[src/rtl/mips_pkg.sv]
// Shared MIPS pipeline constants and the fetch-stage state encoding.
package mips_pkg;

  localparam int unsigned INSTR_W = 32;
  localparam logic [INSTR_W-1:0] NOP_INSTR = 32'h0000_0000;

  typedef enum logic [1:0] {
    StReq,
    StHold,
    StDrop
  } fetch_state_e;

endpackage

[src/rtl/pc_redirect_mux.sv]
// Decode-stage redirect detection and target selection (jr > j > branch), word aligned.
module pc_redirect_mux
  import mips_pkg::*;
(
  input  logic               validD,
  input  logic               stallD,
  input  logic               branch_takenD,
  input  logic [INSTR_W-1:0] branch_targetD,
  input  logic               jumpD,
  input  logic [INSTR_W-1:0] jump_targetD,
  input  logic               jrD,
  input  logic [INSTR_W-1:0] jr_targetD,
  output logic               redirect,
  output logic [INSTR_W-1:0] target
);

  logic [INSTR_W-1:0] target_sel;

  always_comb begin
    redirect = validD & ~stallD & (jrD | jumpD | branch_takenD);
    if (jrD) begin
      target_sel = jr_targetD;
    end else if (jumpD) begin
      target_sel = jump_targetD;
    end else begin
      target_sel = branch_targetD;
    end
    target = target_sel & ~32'h0000_0003;
  end

endmodule

[src/rtl/fetch_stage.sv]
// MIPS IF stage: PC, imem request handshake with skid/drop handling, IF/ID register.
// Optional FETCH_CNT_EN adds fetched/squashed instruction counters.
module fetch_stage
  import mips_pkg::*;
#(
  parameter logic [INSTR_W-1:0] RESET_PC = 32'h0000_0000
) (
  input  logic               clk,
  input  logic               reset,
  input  logic               stallD,
  input  logic               branch_takenD,
  input  logic [INSTR_W-1:0] branch_targetD,
  input  logic               jumpD,
  input  logic [INSTR_W-1:0] jump_targetD,
  input  logic               jrD,
  input  logic [INSTR_W-1:0] jr_targetD,
  output logic               imem_req,
  output logic [INSTR_W-1:0] imem_addr,
  input  logic               imem_valid,
  input  logic [INSTR_W-1:0] imem_rdata,
  output logic [INSTR_W-1:0] instrD,
  output logic [INSTR_W-1:0] pc_plus4D,
  output logic               validD
`ifdef FETCH_CNT_EN
  ,
  output logic [31:0]        fetched_cnt,
  output logic [31:0]        squashed_cnt
`endif
);

  fetch_state_e       state_q, state_d;
  logic [INSTR_W-1:0] pc_q, pc_d;
  logic [INSTR_W-1:0] drop_addr_q, drop_addr_d;
  logic [INSTR_W-1:0] skid_instr_q, skid_instr_d;
  logic [INSTR_W-1:0] skid_pc4_q, skid_pc4_d;
  logic [INSTR_W-1:0] instr_q, instr_d;
  logic [INSTR_W-1:0] pc4_q, pc4_d;
  logic               valid_q, valid_d;
  logic               redirect;
  logic [INSTR_W-1:0] target;

  pc_redirect_mux u_redirect (
    .validD         (valid_q),
    .stallD         (stallD),
    .branch_takenD  (branch_takenD),
    .branch_targetD (branch_targetD),
    .jumpD          (jumpD),
    .jump_targetD   (jump_targetD),
    .jrD            (jrD),
    .jr_targetD     (jr_targetD),
    .redirect       (redirect),
    .target         (target)
  );

  always_comb begin
    state_d      = state_q;
    pc_d         = pc_q;
    drop_addr_d  = drop_addr_q;
    skid_instr_d = skid_instr_q;
    skid_pc4_d   = skid_pc4_q;
    instr_d      = instr_q;
    pc4_d        = pc4_q;
    valid_d      = valid_q;
    imem_req     = 1'b1;
    imem_addr    = pc_q;

    unique case (state_q)
      StReq: begin
        if (redirect) begin
          instr_d = NOP_INSTR;
          pc4_d   = '0;
          valid_d = 1'b0;
          pc_d    = target;
          // An unanswered request must still be retired before fetching the target.
          if (!imem_valid) begin
            drop_addr_d = pc_q;
            state_d     = StDrop;
          end
        end else if (imem_valid) begin
          pc_d = pc_q + 32'd4;
          if (!stallD) begin
            instr_d = imem_rdata;
            pc4_d   = pc_q + 32'd4;
            valid_d = 1'b1;
          end else begin
            skid_instr_d = imem_rdata;
            skid_pc4_d   = pc_q + 32'd4;
            state_d      = StHold;
          end
        end else if (!stallD) begin
          instr_d = NOP_INSTR;
          pc4_d   = '0;
          valid_d = 1'b0;
        end
      end
      StHold: begin
        imem_req = 1'b0;
        if (!stallD) begin
          state_d = StReq;
          if (redirect) begin
            instr_d = NOP_INSTR;
            pc4_d   = '0;
            valid_d = 1'b0;
            pc_d    = target;
          end else begin
            instr_d = skid_instr_q;
            pc4_d   = skid_pc4_q;
            valid_d = 1'b1;
          end
        end
      end
      StDrop: begin
        imem_addr = drop_addr_q;
        if (!stallD) begin
          instr_d = NOP_INSTR;
          pc4_d   = '0;
          valid_d = 1'b0;
        end
        if (imem_valid) begin
          state_d = StReq;
        end
      end
      default: state_d = StReq;
    endcase
  end

  always_ff @(posedge clk) begin
    if (reset) begin
      state_q      <= StReq;
      pc_q         <= RESET_PC;
      drop_addr_q  <= RESET_PC;
      skid_instr_q <= NOP_INSTR;
      skid_pc4_q   <= '0;
      instr_q      <= NOP_INSTR;
      pc4_q        <= '0;
      valid_q      <= 1'b0;
    end else begin
      state_q      <= state_d;
      pc_q         <= pc_d;
      drop_addr_q  <= drop_addr_d;
      skid_instr_q <= skid_instr_d;
      skid_pc4_q   <= skid_pc4_d;
      instr_q      <= instr_d;
      pc4_q        <= pc4_d;
      valid_q      <= valid_d;
    end
  end

  assign instrD    = instr_q;
  assign pc_plus4D = pc4_q;
  assign validD    = valid_q;

`ifdef FETCH_CNT_EN
  logic        fetch_inc, squash_inc;
  logic [31:0] fetched_q, squashed_q;

  // Squash covers a redirected live response, a dropped skid word and a drained wrong-path reply.
  assign fetch_inc  = ~redirect & ~stallD &
                      (((state_q == StReq) & imem_valid) | (state_q == StHold));
  assign squash_inc = ((state_q == StReq) & redirect & imem_valid) |
                      ((state_q == StHold) & redirect) |
                      ((state_q == StDrop) & imem_valid);

  always_ff @(posedge clk) begin
    if (reset) begin
      fetched_q  <= '0;
      squashed_q <= '0;
    end else begin
      if (fetch_inc) fetched_q <= fetched_q + 32'd1;
      if (squash_inc) squashed_q <= squashed_q + 32'd1;
    end
  end

  assign fetched_cnt  = fetched_q;
  assign squashed_cnt = squashed_q;
`endif

endmodule

[config.mk]
export PLATFORM = sky130hd
export DESIGN_NAME = fetch_stage
export DESIGN_NICKNAME = d
export VERILOG_FILES = /design/src/rtl/mips_pkg.sv /design/src/rtl/pc_redirect_mux.sv /design/src/rtl/fetch_stage.sv
export SDC_FILE = /design/constraint.sdc
export NUM_CORES = 1
export LEC_CHECK = 0
export ABC_AREA = 1
export BUFFER_PORTS_ARGS = -buffer_cell sky130_fd_sc_hd__buf_2
export CORE_UTILIZATION = 40
export DETAILED_ROUTE_END_ITERATION = 7
export GPL_ROUTABILITY_DRIVEN = 0
export HOLD_SLACK_MARGIN = 0.02
export PLACE_DENSITY_LB_ADDON = 0.05
export SYNTH_ARGS = -nofsm -noshare
export SYNTH_HDL_FRONTEND = slang
export SYNTH_SLANG_ARGS = --single-unit
[constraint.sdc]
create_clock -name clk -period 2.2 [get_ports clk]
set_input_delay 0.22 -clock clk [delete_from_list [all_inputs] [get_ports clk]]
set_output_delay 0.22 -clock clk [all_outputs]
set_load 0.1 [all_outputs]
==> metrics.txt <==
run status=complete, no violations; final count of hold timing violations=0; gate count of the mapped netlist=1771; vias in the first global route=11160; number of enable flip-flop cells after synthesis=0; fin crit share=96.5%; CTS tree=done; first drt pass iteration count=5; Area growth syn-to-layout=22.7%; number of antenna violations at the first check in global routing=0; Fin Clk Skew=0.0181 ns; final setup vio count=0; slowest stage cell, crit path=sky130_fd_sc_hd__buf_2; total standard cell area after synthesis=11100 um2; clock latency at the later pin of the worst-skew pair=0.44 ns; average routed wire per standard cell=16.7 um; Distinct cells, synth=36; sequential element share of the synthesized area=34.2%; number of nets with antenna violations after routing=0; Pleak=6.10 nW; Worst Setup End Kind=output pin; port bufs=224; maximum clock path buffer count=2; number of CTS-inserted buffers=17; master cell of the clock root buffer=sky130_fd_sc_hd__clkbuf_16; largest vdd supply drop=0.000675 V; Via density=5.36; floorplan die width=168 um; Worst Path Buf+Inv=3; pin count of the biggest net entering global routing=111; slowest stage delay, CP=0.45 ns; series of cell instances along the critical path=inv_1 -> ha_4 -> buf_12 -> nand2_1 -> o21ai_1 -> buf_2; Avg Synthesized Cell Area=6.25 um2; Final min period=2.12 ns; share of synthesized cell area in and, or, nand and nor gates=28.6%; first-pass GRT wire length=60800 um; total wire length after detailed routing=38100 um; top flip-flop cell by instance count after synthesis=sky130_fd_sc_hd__dfxtp_1; Yosys top cell area share=34.2%; stages on the worst setup path=6; worst hold margin=0.0712 ns; Power Dens Cells=1020 nW/um2; antenna diode count=0; GRT overflow=0; data required time of the worst path=1.98 ns; Worst R2R Path Depth=10; row count=60; Remaining DRCs=0; Hold WC Path Type=primary input to register; Worst Hold Path Cells=3; post-synthesis share of cell area spent on xor and xnor gates=0.554%; NumNets Final=2067; upper clock frequency limit=471 MHz; Initial Util=40.9%; largest area contributor in the synthesized netlist=sky130_fd_sc_hd__dfxtp_1; synth cell count leaders=sky130_fd_sc_hd__nand2_1, sky130_fd_sc_hd__nor2_1, sky130_fd_sc_hd__o21ai_0; Largest delay share family, worst path=buffers and inverters; hold buffer count at cts=0; total track usage=26.9%; number of pins exceeding their max-slew limit in the final report=0; transition time at the pin with the least slew margin=0.920 ns; largest family of logic cells by synthesized area=simple AND/OR/NAND/NOR gates; kind of start point of the critical path=register; number of primary I/O pins=233; number of flip-flops and latches in the synthesized netlist=189; chip height=168 um; CP Max Fanout=25; number of vias after detailed routing=12224; Core Footprint=27000 um2; clock slew at the register clock pins of the worst setup and hold paths=0.08 ns; arrival time at the worst endpoint=1.90 ns; CTS sink count=189; number of design-rule violations left by the first detailed-router iteration=1076; fraction of the mapped netlist area in adder cells=0.565%; setup repair after global routing missed its margin=false; multiplexer area fraction after synthesis=0%; Synth Area in Compound Gates=24.9%; asr flop ratio synth=0%; total number of H-tree levels=4; Power, Total=13.9 mW; placed wire-length estimate=25500 um; total of warnings raised by yosys=0; top cells by area, synth=sky130_fd_sc_hd__dfxtp_1, sky130_fd_sc_hd__nand2_1, sky130_fd_sc_hd__o21ai_0; maxcap violations=0; total die area=28300 um2; path type of the worst setup path=register to output pin; Relative slew margins=38.7%; fraction of layout cells with a size suffix above 1=18.1%; most frequent cell after synthesis=sky130_fd_sc_hd__nand2_1
==> layer usage <==
layer	GRT usage [%]	wire length, um	up-vias
met2	45.4	18200	341
met1	35.4	17200	5688
met4	8.89	956	0
met5	0	0	-
li1	-	-	6153
met3	3.55	1790	42
==> report_power, final <==
group	internal (mW)	total, mW	switching (mW)
Clock	1.52	3.03	1.51
Sequential	3.89	4.29	0.402
Combinational	1.67	6.58	4.91
Total	7.08	13.9	6.83
==> layout by cell type, fill, tap and decap left out, types with 36 or more instances in the layout <==
master                     instances
sky130_fd_sc_hd__nand3_1          89
sky130_fd_sc_hd__buf_2           196
sky130_fd_sc_hd__o211ai_1         36
sky130_fd_sc_hd__o21ai_0         200
sky130_fd_sc_hd__o21ai_1          36
sky130_fd_sc_hd__dfxtp_1         186
sky130_fd_sc_hd__inv_1           160
sky130_fd_sc_hd__nand2_1         351
sky130_fd_sc_hd__nor2_1          240
sky130_fd_sc_hd__a21oi_1         149
==> metrics by stage <==
stage	area, um2	std cells	setup slack, ns	TNS, ns	utilization, %
after floorplan	11100	1772	-0.422	-6.33	-
after global placement	12900	2246	0.134	0	47.6
after detailed placement	12900	2246	0.108	0	47.6
after CTS	13500	2277	0.0151	0	49.8
after global routing	13600	2280	0.0195	0	50.2
final	13600	2280	0.0779	0	50.2
==> cell families after synthesis <==
group	after synthesis
buffers and inverters	303
adder cells (fa/ha/maj)	5
flip-flops	189
XOR/XNOR	7
AO/OA/AOI/OAI	502
AND/OR/NAND/NOR	764
other	1
==> registers in the layout, summed over array words and instances (netlist names) <==
register	count
instrD	32
pc_plus4D	32
skid_instr_q	32
drop_addr_q	30
pc_q	30
skid_pc4_q	30
state_q	2
validD	1
==> tightest hold or removal path: stages <==
cell	delay [ns]
sky130_fd_sc_hd__buf_2	0.09
sky130_fd_sc_hd__o21ai_0	0.07
sky130_fd_sc_hd__a21oi_1	0.10
==> final cells by class <==
cell class / count / area (um2)
Clock buffer: 18 / 439
Clock inverter: 13 / 126
Fill cell: 2797 / 13500
Inverter: 169 / 643
Multi-Input combinational cell: 1280 / 6160
Sequential cell: 189 / 3790
Tap cell: 341 / 427
Timing Repair Buffer: 269 / 1990
Timing Repair inverter: 1 / 7.51
==> timing repair <==
| item | in CTS | in global routing |
|---|---|---|
| setup endpoints to repair | 8 | 47 |
| endpoints found under the hold margin | 0 | 0 |
| pin swaps | 0 | 0 |
| setup buffers | 0 | 1 |
| gates resized for setup | 6 | 22 |
| cloned | 0 | 2 |
==> path summary, 6_finish.rpt <==
path	start	end	slack, ns
worst max register to register	state_q[1]	pc_q[15]	0.16
worst min-delay path	imem_rdata[6]	skid_instr_q[6]	0.07
worst min register to register	skid_pc4_q[3]	skid_pc4_q[3]	0.45
worst max-delay path	state_q[0]	imem_addr[22]	0.08
(Power assumes the default switching activity.)
